[src/rtl/ahb_uart_rx_if.sv]
// AHB-Lite slave-port signal bundle for ahb_uart_rx; master drives address/data phase, slave responds.
interface ahb_uart_rx_if;
    logic [31:0] HADDR;
    logic        HSEL;
    logic [1:0]  HTRANS;
    logic        HWRITE;
    logic [31:0] HWDATA;
    logic [31:0] HRDATA;
    logic        HREADY;
    logic        HRESP;

    modport master (
        output HADDR, HSEL, HTRANS, HWRITE, HWDATA,
        input  HRDATA, HREADY, HRESP
    );

    modport slave (
        input  HADDR, HSEL, HTRANS, HWRITE, HWDATA,
        output HRDATA, HREADY, HRESP
    );
endinterface

[src/rtl/ahb_uart_rx.sv]
// AHB-Lite UART receiver: 8N1 (8E1 with UART_RX_PARITY_EN) deserializer, byte FIFO, DATA/STATUS registers.
// Define UART_RX_PARITY_EN to enable the even-parity bit and the par_err status flag.
module ahb_uart_rx #(
    parameter int unsigned CLKS_PER_BIT    = 434,
    parameter int unsigned FIFO_DEPTH_LOG2 = 3
) (
    input  logic         HCLK,
    input  logic         HRESETn,
    ahb_uart_rx_if.slave bus,
    input  logic         UART_RX
);
    localparam int unsigned CNT_W   = $clog2(CLKS_PER_BIT);
    localparam int unsigned DEPTH   = 1 << FIFO_DEPTH_LOG2;
    localparam int unsigned PTR_W   = FIFO_DEPTH_LOG2;
    localparam int unsigned FCNT_W  = FIFO_DEPTH_LOG2 + 1;
    localparam logic [CNT_W-1:0] HALF_BIT = CNT_W'(CLKS_PER_BIT / 2 - 1);
    localparam logic [CNT_W-1:0] FULL_BIT = CNT_W'(CLKS_PER_BIT - 1);

    typedef enum logic [2:0] {
        S_IDLE      = 3'd0,
        S_START     = 3'd1,
        S_DATA      = 3'd2,
`ifdef UART_RX_PARITY_EN
        S_PARITY    = 3'd3,
`endif
        S_STOP      = 3'd4,
        S_WAIT_HIGH = 3'd5
    } state_e;

    logic             rx_meta_q, rx_sync_q;
    state_e           state_q, state_d;
    logic [CNT_W-1:0] cnt_q, cnt_d;
    logic [2:0]       bit_q, bit_d;
    logic [7:0]       shift_q, shift_d;
    logic             push_c, frm_set_c;

    logic [7:0]        mem_q [DEPTH];
    logic [PTR_W-1:0]  wr_ptr_q, rd_ptr_q;
    logic [FCNT_W-1:0] fcnt_q, fcnt_d;
    logic              ovr_q, ovr_d, frm_q, frm_d;
    logic              wr_stat_q, wr_stat_d;
    logic [31:0]       hrdata_q, hrdata_d;
    logic              xfer_c, rd_data_c, rd_stat_c, pop_c, do_push_c, full_c, empty_c;
    logic              par_bit_c, unused_c;

`ifdef UART_RX_PARITY_EN
    logic par_set_c, par_q, par_d;
    assign par_bit_c = par_q;
    assign unused_c  = ^{bus.HADDR[31:3], bus.HADDR[1:0], bus.HTRANS[0],
                         bus.HWDATA[31:5], bus.HWDATA[1:0]};
`else
    assign par_bit_c = 1'b0;
    assign unused_c  = ^{bus.HADDR[31:3], bus.HADDR[1:0], bus.HTRANS[0],
                         bus.HWDATA[31:4], bus.HWDATA[1:0]};
`endif

    // Receiver state register and line synchronizer
    always_ff @(posedge HCLK or negedge HRESETn) begin
        if (!HRESETn) begin
            rx_meta_q <= 1'b1;
            rx_sync_q <= 1'b1;
            state_q   <= S_IDLE;
            cnt_q     <= '0;
            bit_q     <= '0;
            shift_q   <= '0;
        end else begin
            rx_meta_q <= UART_RX;
            rx_sync_q <= rx_meta_q;
            state_q   <= state_d;
            cnt_q     <= cnt_d;
            bit_q     <= bit_d;
            shift_q   <= shift_d;
        end
    end

    // Frame sequencing; every sample is taken when the bit counter reaches zero
    always_comb begin
        state_d   = state_q;
        cnt_d     = cnt_q;
        bit_d     = bit_q;
        shift_d   = shift_q;
        push_c    = 1'b0;
        frm_set_c = 1'b0;
`ifdef UART_RX_PARITY_EN
        par_set_c = 1'b0;
`endif
        case (state_q)
            S_IDLE: begin
                if (!rx_sync_q) begin
                    state_d = S_START;
                    cnt_d   = HALF_BIT;
                end
            end
            S_START: begin
                if (cnt_q != '0) begin
                    cnt_d = cnt_q - CNT_W'(1);
                end else if (!rx_sync_q) begin
                    state_d = S_DATA;
                    cnt_d   = FULL_BIT;
                    bit_d   = '0;
                end else begin
                    state_d = S_IDLE;
                end
            end
            S_DATA: begin
                if (cnt_q != '0) begin
                    cnt_d = cnt_q - CNT_W'(1);
                end else begin
                    shift_d = {rx_sync_q, shift_q[7:1]};
                    cnt_d   = FULL_BIT;
                    bit_d   = bit_q + 3'd1;
                    if (bit_q == 3'd7) begin
`ifdef UART_RX_PARITY_EN
                        state_d = S_PARITY;
`else
                        state_d = S_STOP;
`endif
                    end
                end
            end
`ifdef UART_RX_PARITY_EN
            S_PARITY: begin
                if (cnt_q != '0) begin
                    cnt_d = cnt_q - CNT_W'(1);
                end else begin
                    par_set_c = ^{shift_q, rx_sync_q};
                    cnt_d     = FULL_BIT;
                    state_d   = S_STOP;
                end
            end
`endif
            S_STOP: begin
                if (cnt_q != '0) begin
                    cnt_d = cnt_q - CNT_W'(1);
                end else if (rx_sync_q) begin
                    push_c  = 1'b1;
                    state_d = S_IDLE;
                end else begin
                    frm_set_c = 1'b1;
                    state_d   = S_WAIT_HIGH;
                end
            end
            S_WAIT_HIGH: begin
                if (rx_sync_q) state_d = S_IDLE;
            end
            default: state_d = S_IDLE;
        endcase
    end

    // Bus decode, FIFO bookkeeping and sticky flags (a set beats a same-cycle clear)
    always_comb begin
        xfer_c    = bus.HSEL & bus.HTRANS[1];
        rd_data_c = xfer_c & ~bus.HWRITE & ~bus.HADDR[2];
        rd_stat_c = xfer_c & ~bus.HWRITE &  bus.HADDR[2];
        wr_stat_d = xfer_c &  bus.HWRITE &  bus.HADDR[2];
        full_c    = (fcnt_q == FCNT_W'(DEPTH));
        empty_c   = (fcnt_q == '0);
        pop_c     = rd_data_c & ~empty_c;
        do_push_c = push_c & (~full_c | pop_c);

        fcnt_d = fcnt_q;
        if (do_push_c && !pop_c) fcnt_d = fcnt_q + FCNT_W'(1);
        else if (!do_push_c && pop_c) fcnt_d = fcnt_q - FCNT_W'(1);

        ovr_d = (push_c & full_c & ~pop_c) | (ovr_q & ~(wr_stat_q & bus.HWDATA[2]));
        frm_d = frm_set_c | (frm_q & ~(wr_stat_q & bus.HWDATA[3]));
`ifdef UART_RX_PARITY_EN
        par_d = par_set_c | (par_q & ~(wr_stat_q & bus.HWDATA[4]));
`endif

        hrdata_d = '0;
        if (pop_c) hrdata_d = {24'b0, mem_q[rd_ptr_q]};
        else if (rd_stat_c) hrdata_d = {27'b0, par_bit_c, frm_q, ovr_q, full_c, ~empty_c};
    end

    always_ff @(posedge HCLK or negedge HRESETn) begin
        if (!HRESETn) begin
            for (int unsigned i = 0; i < DEPTH; i++) mem_q[i] <= '0;
            wr_ptr_q  <= '0;
            rd_ptr_q  <= '0;
            fcnt_q    <= '0;
            ovr_q     <= 1'b0;
            frm_q     <= 1'b0;
            wr_stat_q <= 1'b0;
            hrdata_q  <= '0;
`ifdef UART_RX_PARITY_EN
            par_q     <= 1'b0;
`endif
        end else begin
            if (do_push_c) begin
                mem_q[wr_ptr_q] <= shift_q;
                wr_ptr_q        <= wr_ptr_q + PTR_W'(1);
            end
            if (pop_c) rd_ptr_q <= rd_ptr_q + PTR_W'(1);
            fcnt_q    <= fcnt_d;
            ovr_q     <= ovr_d;
            frm_q     <= frm_d;
            wr_stat_q <= wr_stat_d;
            hrdata_q  <= hrdata_d;
`ifdef UART_RX_PARITY_EN
            par_q     <= par_d;
`endif
        end
    end

    assign bus.HRDATA = hrdata_q;
    assign bus.HREADY = 1'b1;
    assign bus.HRESP  = 1'b0;
endmodule

[src/flat_wrapper.sv]
// flat-port wrapper written by rule: the top's interface ports become plain ports
module ahb_uart_rx_flat 
#(
    parameter int unsigned CLKS_PER_BIT    = 434,
    parameter int unsigned FIFO_DEPTH_LOG2 = 3
)
  (HCLK, HRESETn, UART_RX, bus_HADDR, bus_HSEL, bus_HTRANS, bus_HWRITE, bus_HWDATA, bus_HRDATA, bus_HREADY, bus_HRESP);
  ahb_uart_rx_if bus_i ();
  input  logic HCLK;
  input  logic HRESETn;
  input  logic UART_RX;
  input wire logic [$bits(bus_i.HADDR)-1:0] bus_HADDR;
  input wire logic [$bits(bus_i.HSEL)-1:0] bus_HSEL;
  input wire logic [$bits(bus_i.HTRANS)-1:0] bus_HTRANS;
  input wire logic [$bits(bus_i.HWRITE)-1:0] bus_HWRITE;
  input wire logic [$bits(bus_i.HWDATA)-1:0] bus_HWDATA;
  output wire logic [$bits(bus_i.HRDATA)-1:0] bus_HRDATA;
  output wire logic [$bits(bus_i.HREADY)-1:0] bus_HREADY;
  output wire logic [$bits(bus_i.HRESP)-1:0] bus_HRESP;
  assign bus_i.HADDR = bus_HADDR;
  assign bus_i.HSEL = bus_HSEL;
  assign bus_i.HTRANS = bus_HTRANS;
  assign bus_i.HWRITE = bus_HWRITE;
  assign bus_i.HWDATA = bus_HWDATA;
  assign bus_HRDATA = bus_i.HRDATA;
  assign bus_HREADY = bus_i.HREADY;
  assign bus_HRESP = bus_i.HRESP;
  ahb_uart_rx #(.CLKS_PER_BIT(CLKS_PER_BIT), .FIFO_DEPTH_LOG2(FIFO_DEPTH_LOG2)) u_core (.HCLK(HCLK), .HRESETn(HRESETn), .bus(bus_i), .UART_RX(UART_RX));
endmodule
[config.mk]
export PLATFORM = sky130hd
export DESIGN_NAME = ahb_uart_rx_flat
export DESIGN_NICKNAME = d
export VERILOG_FILES = /design/src/rtl/ahb_uart_rx_if.sv /design/src/rtl/ahb_uart_rx.sv /design/src/flat_wrapper.sv
export SDC_FILE = /design/constraint.sdc
export NUM_CORES = 1
export LEC_CHECK = 0
export ABC_AREA = 0
export CORE_MARGIN = 5
export CORE_UTILIZATION = 38
export DETAILED_ROUTE_END_ITERATION = 10
export PLACE_DENSITY = 0.7
export SETUP_SLACK_MARGIN = 0.4
export SLEW_MARGIN = 10
export SYNTH_ARGS = -nofsm -noshare
export SYNTH_HDL_FRONTEND = slang
export SYNTH_SLANG_ARGS = --single-unit
[constraint.sdc]
create_clock -name HCLK -period 4.7 [get_ports HCLK]
set_input_delay 1.175 -clock HCLK [delete_from_list [all_inputs] [get_ports HCLK]]
set_output_delay 1.175 -clock HCLK [all_outputs]
set_load 0.02 [all_outputs]
======== Word-level counts from Yosys, hierarchy flattened ========
Cells that the tools add are included.
word-level totals
  register bits after elaboration ......... 134
  bits in read-only memories .............. 0
  input bits .............................. 71
  latch bits .............................. 0
  memories kept ........................... 0
  bits in writable memories ............... 0
  output and inout port bits .............. 34
operators by class
  $lt $le $gt $ge ......................... 3
  bitwise operators ....................... 27
  div/mod/pow operators ................... 0
  add/sub/neg operators ................... 6
  shift-type cells ........................ 0
  multiply operators ...................... 0
  equality and inequality tests ........... 15
  reduce and logical (&&, ||, !) cells .... 15
  muxes and demuxes ....................... 35
operators by type and width
  cell                   number
  $bwmux W64             1
  $mux W9                5
  $pmux W9 S4            1
  $mux W32               1
  $mux W3                10
  $bmux W8 S3            1
  $demux W8 S3           1
  $mux W8                3
  $pmux W3 S5            1
  $and A1 B1 Y1          14
  $mux W4                3
  $ne A2 B2 Y1 const B   5
  $add A3 B1 Y3 const B  3
  $eq A3 B3 Y1 const B   3
  $reduce_bool A9 Y1     1
  $sub A9 B1 Y9 const B  1
  $ge A4 B4 Y1 const B   2
  $not A1 Y1             8
  $not A3 Y4             2
  $reduce_and A4 Y1      2
  $mux W1                6
  $ne A2 B1 Y1 const B   3
  $pmux W3 S2            1
  $reduce_and A6 Y1      1
  16 further kinds       22

======== Longest topological paths before layout ========
Gate-level depths: netlist of run 1.
  depth in word-level cells ............... 10
  gate-level depth with buffers ........... 12
  gate-level depth less buffers ........... 12

======== Least setup slack after synthesis of run 1 ========
OpenSTA, ideal clock, no wires.
  path type ............................... in2reg
  start point ............................. in bus_HADDR[2]
  end point ............................... reg u_core.fcnt_q[3]
  path buffers ............................ 0
  slack ................................... 1,419 ps
  cell stages on the path ................. 10
  arrival ................................. 3,201 ps
  library setup time ...................... 80 ps
  path through ............................ nor4bb_1 > nor2_2 > nor2_1 > ha_1 > inv_1 > ha_1 > a21o_1 > a21oi_1 > mux2i_1 > xnor2_1
on the way
  longest elaborated chain between the ends .. 8
  elaborated cells on any way between the ends .. 11
ends and longest elaborated chain
  item                                 RTL line            source
  start, declared                      flat_wrapper.sv:12  input wire logic [$bits(bus_i.HADDR)-1:0] bus_HADDR;
  $not A1 Y1 *                         ahb_uart_rx.sv:153  rd_data_c = xfer_c & ~bus.HWRITE & ~bus.HADDR[2];
  $and A1 B1 Y1 *                      ahb_uart_rx.sv:153
  $and A1 B1 Y1 *                      ahb_uart_rx.sv:158  pop_c = rd_data_c & ~empty_c;
  $or A1 B1 Y1 *                       ahb_uart_rx.sv:159  do_push_c = push_c & (~full_c | pop_c);
  $and A1 B1 Y1 *                      ahb_uart_rx.sv:159
  net u_core.do_push_c                 ahb_uart_rx.sv:43   logic xfer_c, rd_data_c, rd_stat_c, pop_c, do_push_c, full_c, empty_c;
  $logic_not A1 Y1                     ahb_uart_rx.sv:163  else if (!do_push_c && pop_c) fcnt_d = fcnt_q - FCNT_W'(1);
  $logic_and A1 B1 Y1                  ahb_uart_rx.sv:163
  $reduce_bool A2 Y1 (no source line)  -
  end signal, assigned                 ahb_uart_rx.sv:195  fcnt_q <= fcnt_d;
  end, declared                        ahb_uart_rx.sv:39   logic [FCNT_W-1:0] fcnt_q, fcnt_d;
Mark *: on every way through the listed nets, which the timed path passes. The rest lies on a longest branch.
A chain may end at the register's enable or synchronous reset.

======== Worst setup path after layout of run 1 ========
  start point ............................. in bus_HSEL
  end point ............................... reg u_core.fcnt_q[3]
on the way
  longest elaborated chain between the ends .. 9
  elaborated cells on any way between the ends .. 12
ends and longest elaborated chain
  item                                 RTL line            source
  start, declared                      flat_wrapper.sv:13  input wire logic [$bits(bus_i.HSEL)-1:0] bus_HSEL;
  $and A1 B1 Y1 *                      ahb_uart_rx.sv:152  xfer_c = bus.HSEL & bus.HTRANS[1];
  $and A1 B1 Y1 * (2 in a row)         ahb_uart_rx.sv:153
  $and A1 B1 Y1 *                      ahb_uart_rx.sv:158
  $or A1 B1 Y1 *                       ahb_uart_rx.sv:159
  $and A1 B1 Y1 *                      ahb_uart_rx.sv:159
  net u_core.do_push_c                 ahb_uart_rx.sv:43
  $logic_not A1 Y1                     ahb_uart_rx.sv:163
  $logic_and A1 B1 Y1                  ahb_uart_rx.sv:163
  $reduce_bool A2 Y1 (no source line)  -
Marks and branches as above.

==> parameters.txt, run 1 <==
Parameter                              Value

Outcome
  Result of the run ... finished clean

Drt
  Iter 0 DRT Violations ... 208
  DRC violations left ... 0
  Number of iterations in the first detailed-routing pass ... 4
  Total via count after detailed routing ... 3224
  Total wire length ... 10100 um
  Per-cell routed wire length ... 16.4 um
  Vias per cell ... 5.24
  Antenna Nets Post-Route ... 0

Worst setup path
  R2R cell count ... 10
  Reg-to-reg setup timing slack ... 1570 ps
  Biggest fanout along the worst timing path ... 4
  Worst setup SP type ... input pin
  Critical path capture point type ... register
  Critical R2R Launch ... u_core.state_q[2]
  Classification of the worst setup path ... in -> reg
  Capture point of the worst reg-to-reg path ... u_core.fcnt_q[3]
  Worst EP arrival ... 3960 ps
  Required time at the endpoint of the critical path ... 4970 ps

STA
  RSZ-0062 raised after global routing ... no
  Worst Tran Pin Value ... 882 ps
  Slew Limit Fails ... 0
  Worst-case clock skew ... 8.89 ps
  Hold Vio Cnt, Final ... 0
  Relative slew margins ... 41.2%
  Number of endpoints failing setup at the final stage ... 0
  Setup tns final ... 0 ps
  Top achievable clock speed ... 0.271 GHz
  Final worst path period need ... 3690 ps
  Tcrit/Tclk final ... 78.4%
  Final-layout worst hold slack ... 358 ps
  Crit path setup slack, layout ... 1010 ps

Yosys
  Adder-Cell Fraction of Synth Area ... 2.40%
  Sequential share of the synthesized area ... 49.9%
  Synthesis Warnings ... 0
  Number of synthesized register bits ... 110
  Top cell type's share of synthesized area ... 49.0%
  Count of cell types in the netlist ... 65
  Synthesized-area fraction occupied by xor and xnor cells ... 1.43%
  Dominant combinational cell family by area after synthesis ... multiplexers
  Basic-gate share of the synthesized area counting and, or, nand and nor cells ... 11.2%
  Post-Syn Area per Cell ... 13.2 um^2
  Number of synthesized flops with an enable pin ... 0
  Mapped cell area ... 5520 um^2
  Multiplexer share of the synthesized area ... 23.5%
  Top area cells in the synthesized netlist ... dfrtp_1, mux2_2, mux4_2
  Syn Inst Count ... 418
  Cell taking the most area after synthesis ... dfrtp_1
  Post-synthesis compound-gate area fraction ... 5.78%
  Fraction of synthesis flops using an asynchronous set or reset pin ... 100%
  Predominant post-synthesis flop cell ... dfrtp_1

Final layout
  Total inserted antenna cells ... 0
  Count of fill cells added during filler insertion ... 1277
  Area of all placed cells without fillers ... 6040 um^2
  Util after Layout ... 42.0%
  Final net count ... 507
  Leading cell types in the layout, fill and taps excluded ... dfrtp_1, mux2_2, conb_1, nor2_1, mux4_2
  Most frequent standard cell in the layout excluding fill and tap cells ... dfrtp_1
  Layout-stage area growth over the synthesis result ... 9.41%
  Share of cells above drive strength 1 ... 31.3%
  Final std cells w/o fill ... 615

Job
  Max-cap viol count ... 0

Clock network
  CTS Hold Bufs ... 0
  TritonCTS clock tree ... yes
  Clock Tree Buf Depth ... 2
  TritonCTS Buffers ... 9
  Clock latency of the later-clocked register in the worst-skew pair ... 350 ps
  Clock transition at the registers of the reported paths ... 80 ps
  Count of cells resized by post-cts repair ... 0
  Number of post-CTS setup repair buffers ... 0
  Depth of the CTS H-tree ... 3
  Clock tree root buffer cell ... clkbuf_16
  Number of sinks driven by the clock tree ... 110

Floorplan
  Die outline height ... 131 um
  Core Area ... 14400 um^2
  Die extent in x ... 131 um
  Area of the die ... 17000 um^2
  Number of top-level pins ... 105
  Initial core utilization ... 38.4%
  Rows ... 44

Min path
  Class of the tightest hold or removal check ... reg -> reg
  Number of cells traversed by the worst hold path ... 0
  Start point of the worst min-delay path ... u_core.rx_meta_q
  WHS Endpoint ... u_core.rx_sync_q

GRT
  Antenna violations before repair ... 0
  GRT overflow ... 0
  Overall Global Routing Usage ... 12.8%
  Number of global-route vias before repair ... 3275
  Pin count of the biggest net entering global routing ... 50
  First-pass GRT wire length ... 16900 um

Place
  Detailed Place HPWL ... 6940 um
  Number of port buffers ... 16
  Number of cells after detailed placement ... 599
  Worst setup slack after placement ... 593 ps
  Cell area after placement ... 5750 um^2
  Last weighted congestion value of the routability-driven placer ... 0.819

Power and ir drop
  Power density relative to cell area ... 344 nW/um^2
  Total design power ... 2.08 mW
  Worst-case vdd ir drop ... 0.000173 V
  Leakage power ... 2.80 nW
-- final cells by class --
type	instances	area [um^2]	area share, %
flip-flops and latches	110	2760	45.6
repair buffers	20	188	3.11
clock buffers	10	239	3.96
clock inverters	6	51.3	0.850
well taps	184	230	3.81
multi-input cells	277	2540	42.1
inverters	8	30.0	0.497
-- worst max path at each step --
stage                       from          endpoint
detailed placement      bus_HSEL  u_core.fcnt_q[3]
CTS                     bus_HSEL  u_core.fcnt_q[3]
global placement        bus_HSEL  u_core.fcnt_q[3]
global route            bus_HSEL  u_core.fcnt_q[3]
finish                  bus_HSEL  u_core.fcnt_q[3]
floorplan           bus_HADDR[2]  u_core.fcnt_q[3]
-- sequential cells by signal (all words and copies together), names as in the netlist, 3 cells and up --
name               flops
u_core.bit_q           3
u_core.mem_q          64
u_core.state_q         3
u_core.fcnt_q          4
u_core.bus.HRDATA      8
u_core.wr_ptr_q        3
u_core.shift_q         8
u_core.rd_ptr_q        3
u_core.cnt_q           9
-- worst max-delay path, cell delays in order --
cell and delay [ps]:
clkdlybuf4s50_1 470, nor4bb_1 530, nor2_2 200, nor2_1 290, ha_1 220, inv_1 90, ha_1 280, a21o_1 170
a21oi_1 170, mux2i_1 230, xnor2_1 130
-- synthesized netlist by cell type, types with 4 or more instances --
cell type	number
nand2b_1	4
mux2i_1	9
xnor2_1	6
nand4_2	4
nor2b_1	5
ha_1	9
buf_2	4
o22ai_1	6
nand2_1	9
clkbuf_1	8
nor3_1	7
nor2_1	22
o21ai_0	11
buf_1	9
nor4b_4	4
a21oi_1	6
mux2_2	74
dfrtp_1	108
buf_4	26
inv_1	8
mux4_2	16
-- power breakdown --
group	switching (mW)	internal (mW)	leakage (nW)
Clock	0.356	0.383	0.145
Sequential	0.0842	0.980	1.50
Combinational	0.141	0.136	1.15
-- cell families after synthesis --
family                     after synthesis
AOI/OAI and AO/OA                       47
xor gates and xnor gates                 9
adders and majority gates               10
buffers and inverters                   55
DFF                                    110
muxes                                  100
other                                    2
and+or+nand+nor                         85
-- routing by layer --
| layer | vias to the layer above | GRT usage, % | routed length, um |
|---|---|---|---|
| met3 | 14 | 2.11 | 369 |
| li1 | 1501 | - | - |
| met5 | - | 0 | 0 |
| met2 | 63 | 21.0 | 5110 |
| met1 | 1646 | 16.6 | 4380 |
| met4 | 0 | 5.81 | 227 |
Power figures use the tool's default switching activity.
==> run 2, diff against run 1 <==
--- a/config.mk
+++ b/config.mk
@@ -9,7 +9,7 @@
 export CORE_MARGIN = 5
 export CORE_UTILIZATION = 38
 export DETAILED_ROUTE_END_ITERATION = 10
-export PLACE_DENSITY = 0.7
+export PLACE_DENSITY = 0.73
 export SETUP_SLACK_MARGIN = 0.4
 export SLEW_MARGIN = 10
 export SYNTH_ARGS = -nofsm -noshare
==> constraint.sdc (replaced) <==
create_clock -name HCLK -period 3.39 [get_ports HCLK]
set_input_delay 0.8475 -clock HCLK [delete_from_list [all_inputs] [get_ports HCLK]]
set_output_delay 0.8475 -clock HCLK [all_outputs]
set_load 0.02 [all_outputs]
==> parameters.txt, run 2 (synthesis results as in run 1) <==
Parameter                              Value

Final layout
  Register with the highest flop count ... u_core.mem_q (unchanged)
  Total inserted antenna cells ... 0 (unchanged)
  Share of cells above drive strength 1 ... 33.6% (was 31.3%)
  Count of fill cells added during filler insertion ... 1278 (was 1277)
  Final net count ... 516 (was 507)
  Area of all placed cells without fillers ... 6150 um^2 (was 6040 um^2)
  Most frequent standard cell in the layout excluding fill and tap cells ... dfrtp_1 (unchanged)
  Largest registers in the final layout ... u_core.mem_q (64), u_core.cnt_q (9) (unchanged)
  Leading cell types in the layout, fill and taps excluded ... dfrtp_1, mux2_2, conb_1, nor2_1, mux4_2 (unchanged)
  Largest register FFs ... 64 (unchanged)
  Layout-stage area growth over the synthesis result ... 11.5% (was 9.41%)

Min path
  WHS Endpoint ... u_core.rx_sync_q (unchanged)
  Start point of the worst min-delay path ... u_core.rx_meta_q (unchanged)
  Class of the tightest hold or removal check ... reg -> reg (unchanged)
  Number of cells traversed by the worst hold path ... 0 (unchanged)

Worst setup path
  Worst setup SP type ... input pin (unchanged)
  Required time at the endpoint of the critical path ... 3660 ps (was 4970 ps)
  R2R cell count ... 12 (was 10)
  Critical R2R Launch ... u_core.cnt_q[0] (was u_core.state_q[2])
  Biggest fanout along the worst timing path ... 3 (was 4)
  Critical path capture point type ... register (unchanged)
  Capture point of the worst reg-to-reg path ... u_core.fcnt_q[3] (unchanged)
  Classification of the worst setup path ... in -> reg (unchanged)
  Reg-to-reg setup timing slack ... 650 ps (was 1570 ps)
  Worst EP arrival ... 3140 ps (was 3960 ps)

Drt
  Number of iterations in the first detailed-routing pass ... 4 (unchanged)
  DRC violations left ... 0 (unchanged)
  Sum of met3 wire segment lengths after detailed routing ... 365 um (was 369 um)
  Iter 0 DRT Violations ... 117 (was 208)
  Met2 wire length ... 5560 um (was 5110 um)
  Per-cell routed wire length ... 17.4 um (was 16.4 um)
  Vias per cell ... 5.27 (was 5.24)
  Antenna Nets Post-Route ... 0 (unchanged)
  Total wire length ... 10800 um (was 10100 um)
  Total via count after detailed routing ... 3290 (was 3224)
  Top Metal Used ... met4 (unchanged)
  Met1 Routed Length ... 4680 um (was 4380 um)

Floorplan
  Area of the die ... 17000 um^2 (unchanged)
  Core Area ... 14400 um^2 (unchanged)
  Die outline height ... 131 um (unchanged)
  Rows ... 44 (unchanged)
  Initial core utilization ... 38.4% (unchanged)
  Die extent in x ... 131 um (unchanged)
  Number of top-level pins ... 105 (unchanged)

STA
  Relative slew margins ... 43.8% (was 41.2%)
  Tcrit/Tclk final ... 84.7%
  Slew Limit Fails ... 0 (unchanged)
  Number of endpoints failing setup at the final stage ... 0 (unchanged)
  Worst Tran Pin Value ... 843 ps (was 882 ps)
  Top achievable clock speed ... 0.348 GHz
  Final worst path period need ... 2870 ps
  RSZ-0062 raised after global routing ... no (unchanged)
  Worst-case clock skew ... 6.52 ps (was 8.89 ps)
  Setup tns final ... 0 ps (unchanged)
  Hold Vio Cnt, Final ... 0 (unchanged)

Power and ir drop
  Share of power burned in registers ... 50.7% (was 51.2%)
  Worst-case vdd ir drop ... 0.000295 V (was 0.000173 V)
  Part of the power in the clock network ... 34.9% (was 35.5%)
  Switching power of the nets ... 0.819 mW (was 0.581 mW)
  Leakage power ... 2.86 nW (was 2.80 nW)
  Internal power contribution ... 2.09 mW (was 1.50 mW)
  Power density relative to cell area ... 473 nW/um^2 (was 344 nW/um^2)
  Portion of total power attributed to combinational logic ... 14.4% (was 13.3%)
  Fraction of power spent switching nets ... 28.1% (was 27.9%)

Place
  Cell area after placement ... 5810 um^2 (was 5750 um^2)
  Last weighted congestion value of the routability-driven placer ... 0.806 (was 0.819)
  Number of port buffers ... 16 (unchanged)
  Detailed Place HPWL ... 7280 um (was 6940 um)

GRT
  Number of global-route vias before repair ... 3498 (was 3275)
  Overall Global Routing Usage ... 13.6% (was 12.8%)
  GRT overflow ... 0 (unchanged)
  Pin count of the biggest net entering global routing ... 59 (was 50)
  First-pass GRT wire length ... 18100 um (was 16900 um)
  Antenna violations before repair ... 0 (unchanged)

Clock network
  Clock Tree Buf Depth ... 2 (unchanged)
  TritonCTS clock tree ... yes (unchanged)
  Clock latency of the later-clocked register in the worst-skew pair ... 350 ps (about the same)
  Depth of the CTS H-tree ... 3 (unchanged)
  Clock tree root buffer cell ... clkbuf_16 (unchanged)
  Number of sinks driven by the clock tree ... 110 (unchanged)
  Clock transition at the registers of the reported paths ... 70 ps (was 80 ps)
  TritonCTS Buffers ... 9 (unchanged)

Job
  Max-cap viol count ... 0 (unchanged)

Outcome
  Result of the run ... finished clean (unchanged)
==> run 2: changes by cell type in the layout (fill, tap and decap cells not counted), sizes merged, moves of 2 or more <==
cell and delta:
buf +9, dlymetal6s2s +2, clkinv -2, clkinvlp +2, clkdlybuf4s50 -2
==> run 2: worst max path at each step <==
stage                       startpoint                to  slack, ps
after floorplan           bus_HADDR[2]  u_core.fcnt_q[3]        440
after global placement        bus_HSEL  u_core.fcnt_q[3]        110
after detailed placement      bus_HSEL  u_core.fcnt_q[3]         50
after CTS                     bus_HSEL  u_core.fcnt_q[3]        410
after global routing        bus_HWRITE  u_core.fcnt_q[3]        390
final                       bus_HWRITE  u_core.fcnt_q[3]        520
==> run 2: through the flow <==
| stage | total power [mW] | cells | setup WS (ps) | util [%] | hold WS [ps] |
|---|---|---|---|---|---|
| after floorplan | 1.80 | 442 | 436 | - | 345 |
| after global placement | 1.88 | 606 | 108 | 40.4 | 346 |
| after detailed placement | 1.90 | 606 | 49.7 | 40.4 | 353 |
| after CTS | 2.92 | 623 | 407 | 42.5 | 364 |
| after global routing | 3.04 | 624 | 386 | 42.8 | 368 |
| final | 2.91 | 624 | 519 | 42.8 | 364 |
==> run 2: repair_timing <==
action,4_1_cts,5_1_grt
pin swaps,0,5
hold buffers,0,0
endpoints found under the hold margin,0,0
endpoints found under the setup margin,1,2
resized for setup,0,8
buffers inserted,1,1
==> run 2: cell type report <==
| class | instances | area (um^2) | share of cell area [%] |
|---|---|---|---|
| repair buffers | 29 | 273 | 4.43 |
| clock buffers | 11 | 243 | 3.95 |
| multi-input cells | 277 | 2580 | 41.9 |
| clock inverters | 5 | 41.3 | 0.671 |
| inverters | 8 | 30.0 | 0.488 |
| flip-flops and latches | 110 | 2760 | 44.8 |
| well taps | 184 | 230 | 3.74 |
==> run 2: critical path, stage by stage <==
cell             delay [ps]
clkdlybuf4s50_1         480
nor4bb_4                270
buf_4                   160
nor2_2                   50
nor2_2                  120
ha_2                    190
inv_1                    50
ha_1                    270
a21o_1                  200
a21oi_2                 140
mux2i_1                 230
xnor2_1                 140
==> run 2: power by group through the flow <==
stage          logic (mW)  registers, mW  clock network, mW
6_report            0.419           1.48               1.01
5_1_grt             0.465           1.49               1.08
4_1_cts             0.407           1.48               1.04
3_5_place_dp        0.403           1.50                  0
3_3_place_gp        0.386           1.50                  0
2_1_floorplan       0.377           1.42                  0
==> run 2: routing by layer <==
layer | global-route usage, % | up-vias
met5 | 0 | -
met4 | 5.69 | 0
met3 | 1.63 | 16
met2 | 23.5 | 63
met1 | 17.3 | 1698
li1 | - | 1513
==> run 3, diff against run 2 <==
--- a/config.mk
+++ b/config.mk
@@ -9,7 +9,7 @@
 export CORE_MARGIN = 5
 export CORE_UTILIZATION = 38
 export DETAILED_ROUTE_END_ITERATION = 10
-export PLACE_DENSITY = 0.73
+export PLACE_DENSITY = 0.7
 export SETUP_SLACK_MARGIN = 0.4
 export SLEW_MARGIN = 10
 export SYNTH_ARGS = -nofsm -noshare
==> constraint.sdc (replaced) <==
create_clock -name HCLK -period 2.72 [get_ports HCLK]
set_input_delay 0.68 -clock HCLK [delete_from_list [all_inputs] [get_ports HCLK]]
set_output_delay 0.68 -clock HCLK [all_outputs]
set_load 0.02 [all_outputs]
==> parameters.txt, run 3 (synthesis results as in run 1) <==
Parameter                              Value

Floorplan
  Area of the die ... 17000 um^2 (unchanged)
  Rows ... 44 (unchanged)
  Die extent in x ... 131 um (unchanged)
  Initial core utilization ... 38.4% (unchanged)
  Number of top-level pins ... 105 (unchanged)
  Die outline height ... 131 um (unchanged)
  Core Area ... 14400 um^2 (unchanged)

Final layout
  Total inserted antenna cells ... 0 (unchanged)
  Most frequent standard cell in the layout excluding fill and tap cells ... dfrtp_1 (unchanged)
  Seq. cell area ... 2760 um^2 (about the same)
  Layout-stage area growth over the synthesis result ... 17.3% (was 11.5%)
  Count of fill cells added during filler insertion ... 1275 (was 1278)
  Leading cell types in the layout, fill and taps excluded ... dfrtp_1, mux2_2, buf_4, conb_1, nor2_1 (was dfrtp_1, mux2_2, conb_1, nor2_1, mux4_2)
  Share of cells above drive strength 1 ... 40.1% (was 33.6%)
  Largest registers in the final layout ... u_core.mem_q (64), u_core.cnt_q (9) (unchanged)
  Multi-input combinational cell area ... 2640 um^2 (was 2580 um^2)
  Register with the highest flop count ... u_core.mem_q (unchanged)
  Final net count ... 542 (was 516)
  Largest register FFs ... 64 (unchanged)

GRT
  Overall Global Routing Usage ... 13.7% (was 13.6%)
  GR peak layer ... met2 (unchanged)
  Pin count of the biggest net entering global routing ... 51 (was 59)
  GR Util met3 ... 3.41% (was 1.63%)
  Number of global-route vias before repair ... 3545 (was 3498)
  GRT overflow ... 0 (unchanged)
  Met2 demand-to-capacity share in global routing ... 22.7% (was 23.5%)
  First-pass GRT wire length ... 18100 um (about the same)
  Antenna violations before repair ... 0 (unchanged)
  Global-route met1 utilization ... 17.6% (was 17.3%)

Clock network
  Clock latency of the later-clocked register in the worst-skew pair ... 360 ps (was 350 ps)
  TritonCTS clock tree ... yes (unchanged)
  Clock transition at the registers of the reported paths ... 80 ps (was 70 ps)
  Depth of the CTS H-tree ... 3 (unchanged)
  Clock Tree Buf Depth ... 2 (unchanged)
  Clock tree root buffer cell ... clkbuf_16 (unchanged)
  Number of sinks driven by the clock tree ... 110 (unchanged)
  CTS Hold Bufs ... 0 (unchanged)
  TritonCTS Buffers ... 9 (unchanged)

STA
  Top achievable clock speed ... 0.425 GHz
  Relative slew margins ... 41.3% (was 43.8%)
  Slew Limit Fails ... 0 (unchanged)
  Number of endpoints failing setup at the final stage ... 0 (unchanged)
  Worst Tran Pin Value ... 881 ps (was 843 ps)
  Tcrit/Tclk final ... 86.6%
  Final worst path period need ... 2350 ps
  Hold Vio Cnt, Final ... 0 (unchanged)
  Crit path setup slack, layout ... 366 ps (was 519 ps)
  RSZ-0062 raised after global routing ... yes (was no)
  Worst-case clock skew ... 11.9 ps (was 6.52 ps)

Worst setup path
  Reg-to-reg setup timing slack ... 370 ps (was 650 ps)
  Biggest fanout along the worst timing path ... 3 (unchanged)
  Worst setup SP type ... register (was input pin)
  Required time at the endpoint of the critical path ... 3000 ps (was 3660 ps)
  Worst EP arrival ... 2640 ps (was 3140 ps)
  Critical path capture point type ... register (unchanged)
  Classification of the worst setup path ... reg -> reg (was in -> reg)

Drt
  Total wire length ... 11000 um (was 10800 um)
  Vias per cell ... 5.24 (was 5.27)
  Per-cell routed wire length ... 17.0 um (was 17.4 um)
  Antenna Nets Post-Route ... 0 (unchanged)
  Number of iterations in the first detailed-routing pass ... 4 (unchanged)
  DRC violations left ... 0 (unchanged)
  Total via count after detailed routing ... 3403 (was 3290)
  Iter 0 DRT Violations ... 271 (was 117)

Place
  Detailed Place HPWL ... 7510 um (was 7280 um)
  Last weighted congestion value of the routability-driven placer ... 0.845 (was 0.806)
  Worst setup slack after placement ... -224 ps (was 49.7 ps)
  Number of port buffers ... 16 (unchanged)

Job
  Max-cap viol count ... 0 (unchanged)

Power and ir drop
  Power density relative to cell area ... 576 nW/um^2 (was 473 nW/um^2)
  Leakage power ... 3.02 nW (was 2.86 nW)
  Total design power ... 3.73 mW (was 2.91 mW)
  Worst-case vdd ir drop ... 0.000323 V (was 0.000295 V)

Min path
  Class of the tightest hold or removal check ... in -> async (was reg -> reg)

Outcome
  Result of the run ... finished clean (unchanged)
## run 3: cell count changes in the layout (fill, tap and decap cells not counted), moves of 3 or more
cell           delta
dfrtp_1           -3
dlygate4sd2_1     +3
buf_12            +4
dfrtp_2           +3
inv_1             -3
buf_4            +20
## run 3: what timing repair did
action	4_1_cts	5_1_grt
setup buffers	10	3
pin swaps	8	11
resized for setup	8	10
setup endpoints to repair	27	55
## run 3: worst paths after layout
kind | cells past startpoint | start | end
min | 1 | HRESETn | u_core.state_q[2]
max reg2reg | 12 | u_core.cnt_q[1] | u_core.fcnt_q[3]
min in group HCLK | 0 | u_core.rx_meta_q | u_core.rx_sync_q
max in group asynchronous | 2 | HRESETn | u_core.fcnt_q[1]
min reg2reg | 0 | u_core.rx_meta_q | u_core.rx_sync_q
max | 12 | u_core.cnt_q[1] | u_core.fcnt_q[3]
## run 3: stage by stage
| stage | hold WS (ps) | area [um^2] | util (%) | std cells | TNS [ps] |
|---|---|---|---|---|---|
| floorplan | 345 | 5690 | - | 442 | 0 |
| global placement | 348 | 6050 | 42.1 | 621 | -1150 |
| detailed placement | 347 | 6050 | 42.1 | 621 | -1710 |
| CTS | 345 | 6420 | 44.7 | 647 | 0 |
| global route | 363 | 6470 | 45.1 | 650 | 0 |
| finish | 335 | 6470 | 45.1 | 650 | 0 |
## run 3: power breakdown
group          internal (mW)  switching [mW]
Combinational          0.320           0.260
Clock                  0.642           0.635
Sequential              1.70           0.179
Total                   2.66            1.07
## run 3: area by class of cell
type | instances | share of cell area [%]
flip-flops and latches | 110 | 42.6
multi-input cells | 277 | 40.8
repair buffers | 55 | 7.98
well taps | 184 | 3.56
clock buffers | 9 | 3.48
clock inverters | 7 | 1.04
inverters | 8 | 0.502
## run 3: per-layer routing
metal	routed length, um	vias to the layer above
met1	4910	1743
met2	5420	85
li1	-	1565
met3	565	10
met5	0	-
met4	143	0
## run 3: worst max-delay path: stages (launching register included)
cell and delay [ps]:
dfrtp_1 400, inv_2 90, ha_4 140, nor4b_4 270, nand4_4 150, nor2_4 170, ha_4 160, inv_4 40
ha_4 200, a21o_1 160, a21oi_2 140, mux2i_1 230, xnor2_1 140
